`config.mk`:
```
export PLATFORM = sky130hd
export DESIGN_NAME = read_module
export DESIGN_NICKNAME = d
export VERILOG_FILES = /design/src/rtl/read_module.sv
export SDC_FILE = /design/constraint.sdc
export NUM_CORES = 1
export LEC_CHECK = 0
export CAP_MARGIN = 40
export CORE_UTILIZATION = 44
export DETAILED_ROUTE_END_ITERATION = 10
export PLACE_DENSITY_LB_ADDON = 0.15
export SYNTH_ARGS = -nofsm -noshare
export SYNTH_HDL_FRONTEND = slang
export SYNTH_SLANG_ARGS = --single-unit
```
`constraint.sdc`:
```
create_clock -name i_clk -period 2.2 [get_ports i_clk]
set_clock_uncertainty 0.1 [all_clocks]
set_input_delay 0.33 -clock i_clk [delete_from_list [all_inputs] [get_ports i_clk]]
set_output_delay 0.33 -clock i_clk [all_outputs]
set_load 0.03 [all_outputs]
```
`src/rtl/read_module.sv`:
```
// Sequential memory reader: issues one address per cycle from a latched base and
// captures the returned words into a scalar or a packed LANES-wide vector result.
module read_module #(
  parameter int unsigned LANES  = 20,
  parameter int unsigned WIDTH  = 10,
  parameter int unsigned ADDR_W = 6
) (
  input  logic                     i_clk,
  input  logic                     i_rst_n,
  input  logic                     i_start,
  input  logic                     i_op_type,
  input  logic [ADDR_W-1:0]        i_base_address,
  output logic [ADDR_W-1:0]        o_read_address,
  output logic                     o_read_en,
  input  logic [WIDTH-1:0]         i_read_data,
  output logic [WIDTH-1:0]         o_scalar_data,
  output logic [LANES*WIDTH-1:0]   o_vector_data,
  output logic                     o_busy,
  output logic                     o_finished
);

  localparam int unsigned IDX_W = (LANES > 1) ? $clog2(LANES) : 1;

  typedef enum logic [1:0] {
    S_IDLE  = 2'd0,
    S_ISSUE = 2'd1,
    S_DRAIN = 2'd2
  } state_t;

  state_t                   r_state,        w_state;
  logic                     r_op,           w_op;
  logic [ADDR_W-1:0]        r_base,         w_base;
  logic [IDX_W-1:0]         r_idx,          w_idx;
  logic                     r_p1_v,         w_p1_v;
  logic [IDX_W-1:0]         r_p1_idx,       w_p1_idx;
  logic [ADDR_W-1:0]        r_read_address, w_read_address;
  logic                     r_read_en,      w_read_en;
  logic [WIDTH-1:0]         r_scalar_data,  w_scalar_data;
  logic [LANES*WIDTH-1:0]   r_vector_data,  w_vector_data;
  logic                     r_busy,         w_busy;
  logic                     r_finished,     w_finished;
  logic [IDX_W-1:0]         w_idx_inc;
  logic                     w_last;

  assign o_read_address = r_read_address;
  assign o_read_en      = r_read_en;
  assign o_scalar_data  = r_scalar_data;
  assign o_vector_data  = r_vector_data;
  assign o_busy         = r_busy;
  assign o_finished     = r_finished;

  assign w_idx_inc = IDX_W'(r_idx + IDX_W'(1));
  assign w_last    = r_op ? (r_idx == IDX_W'(LANES - 1)) : 1'b1;

  always_ff @(posedge i_clk or negedge i_rst_n) begin
    if (!i_rst_n) begin
      r_state        <= S_IDLE;
      r_op           <= 1'b0;
      r_base         <= '0;
      r_idx          <= '0;
      r_p1_v         <= 1'b0;
      r_p1_idx       <= '0;
      r_read_address <= '0;
      r_read_en      <= 1'b0;
      r_scalar_data  <= '0;
      r_vector_data  <= '0;
      r_busy         <= 1'b0;
      r_finished     <= 1'b0;
    end else begin
      r_state        <= w_state;
      r_op           <= w_op;
      r_base         <= w_base;
      r_idx          <= w_idx;
      r_p1_v         <= w_p1_v;
      r_p1_idx       <= w_p1_idx;
      r_read_address <= w_read_address;
      r_read_en      <= w_read_en;
      r_scalar_data  <= w_scalar_data;
      r_vector_data  <= w_vector_data;
      r_busy         <= w_busy;
      r_finished     <= w_finished;
    end
  end

  always_comb begin
    w_state        = r_state;
    w_op           = r_op;
    w_base         = r_base;
    w_idx          = r_idx;
    w_read_address = r_read_address;
    w_read_en      = r_read_en;
    w_scalar_data  = r_scalar_data;
    w_vector_data  = r_vector_data;
    w_busy         = r_busy;
    w_finished     = 1'b0;
    // Memory returns data one cycle after the address is registered, so the
    // issue slot (en, idx) is delayed one stage to line up with i_read_data.
    w_p1_v         = r_read_en;
    w_p1_idx       = r_idx;

    if (r_p1_v) begin
      if (r_op) begin
        for (int k = 0; k < int'(LANES); k++) begin
          if (r_p1_idx == IDX_W'(k)) w_vector_data[k*WIDTH +: WIDTH] = i_read_data;
        end
      end else begin
        w_scalar_data = i_read_data;
      end
    end

    case (r_state)
      S_IDLE: begin
        if (i_start) begin
          w_op           = i_op_type;
          w_base         = i_base_address;
          w_idx          = '0;
          w_read_address = i_base_address;
          w_read_en      = 1'b1;
          w_busy         = 1'b1;
          w_state        = S_ISSUE;
        end
      end
      S_ISSUE: begin
        if (w_last) begin
          w_read_en = 1'b0;
          w_state   = S_DRAIN;
        end else begin
          w_idx          = w_idx_inc;
          w_read_address = ADDR_W'(r_base + ADDR_W'(w_idx_inc));
        end
      end
      S_DRAIN: begin
        w_finished = 1'b1;
        w_busy     = 1'b0;
        w_state    = S_IDLE;
      end
      default: w_state = S_IDLE;
    endcase
  end

endmodule
```
# Yosys cells after proc, flatten, opt, wreduce, memory -nomap -nowiden
# Index checks and enable logic that the tools add are counted.
# Widths: inputs -> output; s select.
[classes]
addsub = 2
n_eq_ne = 25
n_mux = 15
bitwise = 1
n_reduce_logical = 30
[op_table]
columns = ["cell", "count"]
rows = [
  ["$reduce_and 3->1", 22],
  ["$eq 5x4->1 const B", 8],
  ["$eq 5x5->1 const B", 5],
  ["$eq 5x3->1 const B", 4],
  ["$mux 6", 2],
  ["$pmux 6 s2", 1],
  ["$eq 5x2->1 const B", 2],
  ["$mux 5", 2],
  ["$pmux 5 s2", 1],
  ["$reduce_and 2->1", 4],
  ["$add 6x5->6", 1],
  ["$ne 2x2->1 const B", 3],
  ["$add 5x1->5 const B", 1],
  ["$eq 5x1->1 const B", 1],
  ["$logic_not 5->1", 1],
  ["$mux 1", 4],
  ["$mux 2", 2],
  ["$pmux 1 s2", 2],
  ["$pmux 2 s2", 1],
  ["$reduce_bool 2->1", 2],
  ["$eq 2x1->1 const B", 1],
  ["$eq 2x2->1 const B", 1],
  ["$logic_not 2->1", 1],
  ["$not 1->1", 1],
]
[word_totals]
reg_bits = 239
inputBits = 20
elab_cells = 104

# Logic depth before layout (Yosys ltp)
[depth]
word_depth = 4
mapped_depth = 8

# Worst setup path before layout
# Ideal clock, no wire load.
[synth_timing]
path_kind = "reg-to-reg"
from = "register r_p1_idx[2]"
to = "register r_vector_data[0] (netlist: o_vector_data[0])"
setup_time_ns = 0.125
arrival_ns = 1.818
required_time_ns = 1.975
path_slack_ns = 0.157
path_stages_with_launch = 7
period_less_slack_ns = 2.043
path_cell_list = "dfrtp_1 buf_6 or3_1 buf_2 or4_4 buf_6 mux2_4"
[synth_between]
elab_chain_cells = 2
[synth_lines]
columns = ["element", "line", "text"]
rows = [
  ["start: declaration", "35", "logic [IDX_W-1:0] r_p1_idx, w_p1_idx;"],
  ["start signal: assignment", "75", "r_p1_idx <= w_p1_idx;"],
  ["$logic_not 5->1", "104", "if (r_p1_idx == IDX_W'(k)) w_vector_data[k*WIDTH +: WIDTH] = i_read_data;"],
  ["$reduce_and 3->1 (no line)", "--", ""],
  ["end signal: assignment", "79", "r_vector_data <= w_vector_data;"],
  ["end: declaration", "39", "logic [LANES*WIDTH-1:0] r_vector_data, w_vector_data;"],
]
# No other way between the ends.
# A chain may end at the register's enable or synchronous reset.

# Worst setup path in the final report
[layout_timing]
from = "register r_idx[1]"
to = "register r_read_address[4] (netlist: o_read_address[4])"
[layout_between]
elab_chain_cells = 4
elab_cells_between_ends = 8
[layout_lines]
columns = ["element", "line", "text"]
rows = [
  ["start: declaration", "33", "logic [IDX_W-1:0] r_idx, w_idx;"],
  ["start signal: assignment", "73", "r_idx <= w_idx;"],
  ["$add 5x1->5 or $eq 5x5->1 (tied branches)", "52, 53", ""],
  ["$add 6x5->6 or $mux 1 (tied branches)", "129, 53", ""],
  ["$mux 6 or $ne 2x2->1 (tied branches)", "--", ""],
  ["$pmux 6 s2 or $reduce_and 3->1 (tied branches)", "--", ""],
  ["end signal: assignment", "76", "r_read_address <= w_read_address;"],
  ["end: declaration", "36", "logic [ADDR_W-1:0] r_read_address, w_read_address;"],
]
# Parallel ways exist; a longest one is shown, timed or not. The select of a mux whose other input is x is not followed.

==> flow_summary.json <==
{
  "cts_setup_buffers": 0,
  "grt_pass1_wl_um": 36980,
  "slew_headroom": 0.6520,
  "fin_crit_ns": 2.057,
  "io_buffers": 238,
  "max_freq_mhz": 486.0,
  "rows": 52,
  "cts_buffers": 26,
  "gp_congestion": 0.7886,
  "final_layout_size_suffix_gt1_frac": 0.3319,
  "ys_seq_area_frac": 0.6407,
  "antenna_found_initial": 0,
  "drtIter0Drc": 132,
  "fp.dieW_um": 147.7,
  "tightest_slew_ns": 0.5220,
  "grt_setup_unrepaired": "no",
  "fillers": 1546,
  "ant_nets": 0,
  "clockRootBuffer": "clkbuf_16",
  "dr.pass1.iters": 4,
  "ctsLongestPathBuffers": 3,
  "crit_arrival_ns": 2.35,
  "ys.flop_type": "dfrtp_1",
  "critPathRequiredTime_ns": 2.49,
  "ys_ff_latch": 239,
  "critPathLaunchType": "flip-flop",
  "diodes": 0,
  "grt_overflow": 0,
  "syn_nets": 642,
  "finalHoldViolCount": 0,
  "die_y_um": 147.7,
  "cap_violations": 0,
  "syn_area_per_cell_um2": 15.20,
  "cts.sinks": 239,
  "register_area_mm2": 0.005981,
  "synth.distinct_cells": 39,
  "peakVddDrop_v": 0.0006917,
  "powerDensity_mw_per_mm2": 1305,
  "grt.total_usage": 0.2207,
  "nets": 916,
  "multi_input_area_mm2": 0.003216,
  "wl_per_cell_um": 20.33,
  "hp-class": "primary input to async pin",
  "synth-edff-count": 0,
  "synthArstFlopShare": 1.000,
  "final.period_utilization": 0.9352,
  "ys_warn_count": 0,
  "dieArea_mm2": 0.02180,
  "num_vias": 6024,
  "clock_latency_ns": 0.51,
  "initial_core_util": 0.4555,
  "drc": 0,
  "setup_viol": 0,
  "r2r-start": "r_idx[1]",
  "hpwl_um": 16300,
  "pin_count": 239,
  "netlist_area_mm2": 0.009335,
  "total_power_mw": 17.10,
  "end_kind": "flip-flop",
  "h-tree-depth": 1,
  "path_max_fanout": 5,
  "coreArea_mm2": 0.02049,
  "area.growth.synth_to_final_pct": 40.37,
  "maxSlewViolCount": 0,
  "cp-startpoint": "r_idx[1]",
  "path_clk_slew_ns": 0.07,
  "vias_per_cell": 5.131,
  "netlist_instances": 614,
  "drt_wl_total_um": 23870,
  "status": "finished, final reports clean",
  "cts_tree": "done",
  "critical_path_class": "flip-flop to flip-flop",
  "grt_pass1_vias": 6323,
  "p_leak_nw": 5.929,
  "setup_tns_ns": 0,
  "grt_max_degree": 64
}
## power by group
part | internal [mW] | switching [mW]
combinational | 3.02 | 3.68
clock | 2.53 | 1.63
sequential | 5.54 | 0.692
total | 11.1 | 6.00
## metrics by stage
step | setup WS, ns | hold slack [ns] | area [um2] | cells | util
after floorplan | 0.1571 | -0.06559 | 9335 | 614 | -
after global placement | 0.09582 | 0.2131 | 12240 | 1129 | 0.5974
after detailed placement | 0.03731 | 0.2155 | 12240 | 1129 | 0.5974
after CTS | 0.02045 | 0.2607 | 13090 | 1174 | 0.6388
after global routing | 0.0002758 | 0.2777 | 13100 | 1174 | 0.6394
final | 0.1426 | 0.2782 | 13100 | 1174 | 0.6394
## worst paths after layout
kind | to | slack [ns] | cells past startpoint
max reg2reg | o_read_address[4] | 0.14 | 8
max | o_read_address[4] | 0.14 | 8
max in group asynchronous | o_vector_data[137] | 1.05 | 3
min in group i_clk | r_base[5] | 0.28 | 3
min reg2reg | r_p1_idx[1] | 0.35 | 0
min | o_vector_data[38] | 0.28 | 2
## kinds of logic (layout without fill, tap and decap cells)
family | after synthesis | count (layout) | share of synthesized area
DFF | 239 | 239 | 0.6407
muxes | 213 | 213 | 0.2606
and+or+nand+nor | 88 | 88 | 0.05026
buffers and inverters | 35 | 325 | 0.01608
AOI/OAI and AO/OA | 26 | 26 | 0.01622
adders and majority gates | 8 | 8 | 0.01153
xor gates and xnor gates | 5 | 5 | 0.004692
## routing by layer
layer	share of wire	vias up	global-route usage	routed length (um)
met4	0.021	0	0.05515	512
met1	0.43	3101	0.2910	10340
met2	0.49	188	0.3778	11730
li1	-	2698	-	-
met5	0	-	0	0
met3	0.054	37	0.03981	1291
## synth_stat cells (all sizes together), types with 3 or more instances
master	number	area share
nand2	41	0.016
ha	7	0.0094
o21ai	12	0.0064
buf	5	0.0040
inv	5	0.0020
clkbuf	25	0.010
nor2b	4	0.0027
nand2b	8	0.0054
nor3	5	0.0050
xnor2	3	0.0028
nand3	9	0.0048
mux2i	3	0.0032
mux2	210	0.26
nor2	13	0.0087
a21oi	5	0.0027
dfrtp	239	0.64
## final cells by class
cell class / count / share of cell area
clock buffer: 42 / 0.06273
sequential: 239 / 0.4564
multi-input combinational: 340 / 0.2454
timing repair buffer: 276 / 0.2070
inverter: 5 / 0.001432
tap: 270 / 0.02578
clock inverter: 2 / 0.001241
## timing repair
item | in CTS | in global routing
resized for setup | 0 | 4
endpoints found under the hold margin | 56 | 0
endpoints found under the setup margin | 0 | 1
hold buffers | 1 | 0
## flip-flops by register name, indices dropped and copies added (netlist names), 2 cells and up
register	flops
o_vector_data	200
o_read_address	6
o_scalar_data	10
r_idx	5
r_state	2
r_p1_idx	5
r_base	6
## cell usage in the layout, fill, tap and decap left out, types with 2 or more instances in the layout
master | synthesis | routed
nor2_2 | 4 | 4
nor2_1 | 6 | 6
xnor2_1 | 3 | 3
buf_12 | 0 | 3
nor3_2 | 2 | 2
nor2b_1 | 4 | 4
inv_1 | 5 | 5
xor2_1 | 2 | 2
nand3_1 | 9 | 9
clkbuf_8 | 0 | 9
clkbuf_1 | 25 | 6
nor3_1 | 2 | 2
or3_1 | 2 | 2
mux2_2 | 199 | 199
buf_4 | 0 | 34
clkdlybuf4s50_1 | 0 | 237
nand2_1 | 41 | 41
mux2i_1 | 3 | 3
ha_1 | 7 | 6
dfrtp_1 | 239 | 239
a21oi_1 | 5 | 4
mux2_4 | 10 | 10
a21o_1 | 2 | 2
nand2b_1 | 8 | 8
nor2_4 | 3 | 3
clkbuf_16 | 0 | 27
o21ai_0 | 12 | 11
## critical path: stages, from the launching register on
cell and delay (ns):
dfrtp_1 0.39, ha_2 0.24, xor2_1 0.19, ha_1 0.28, buf_4 0.15, a21o_1 0.15, a21oi_1 0.17, xor2_1 0.16
o211ai_1 0.10
No activity file was read; power rests on OpenSTA's default activity.
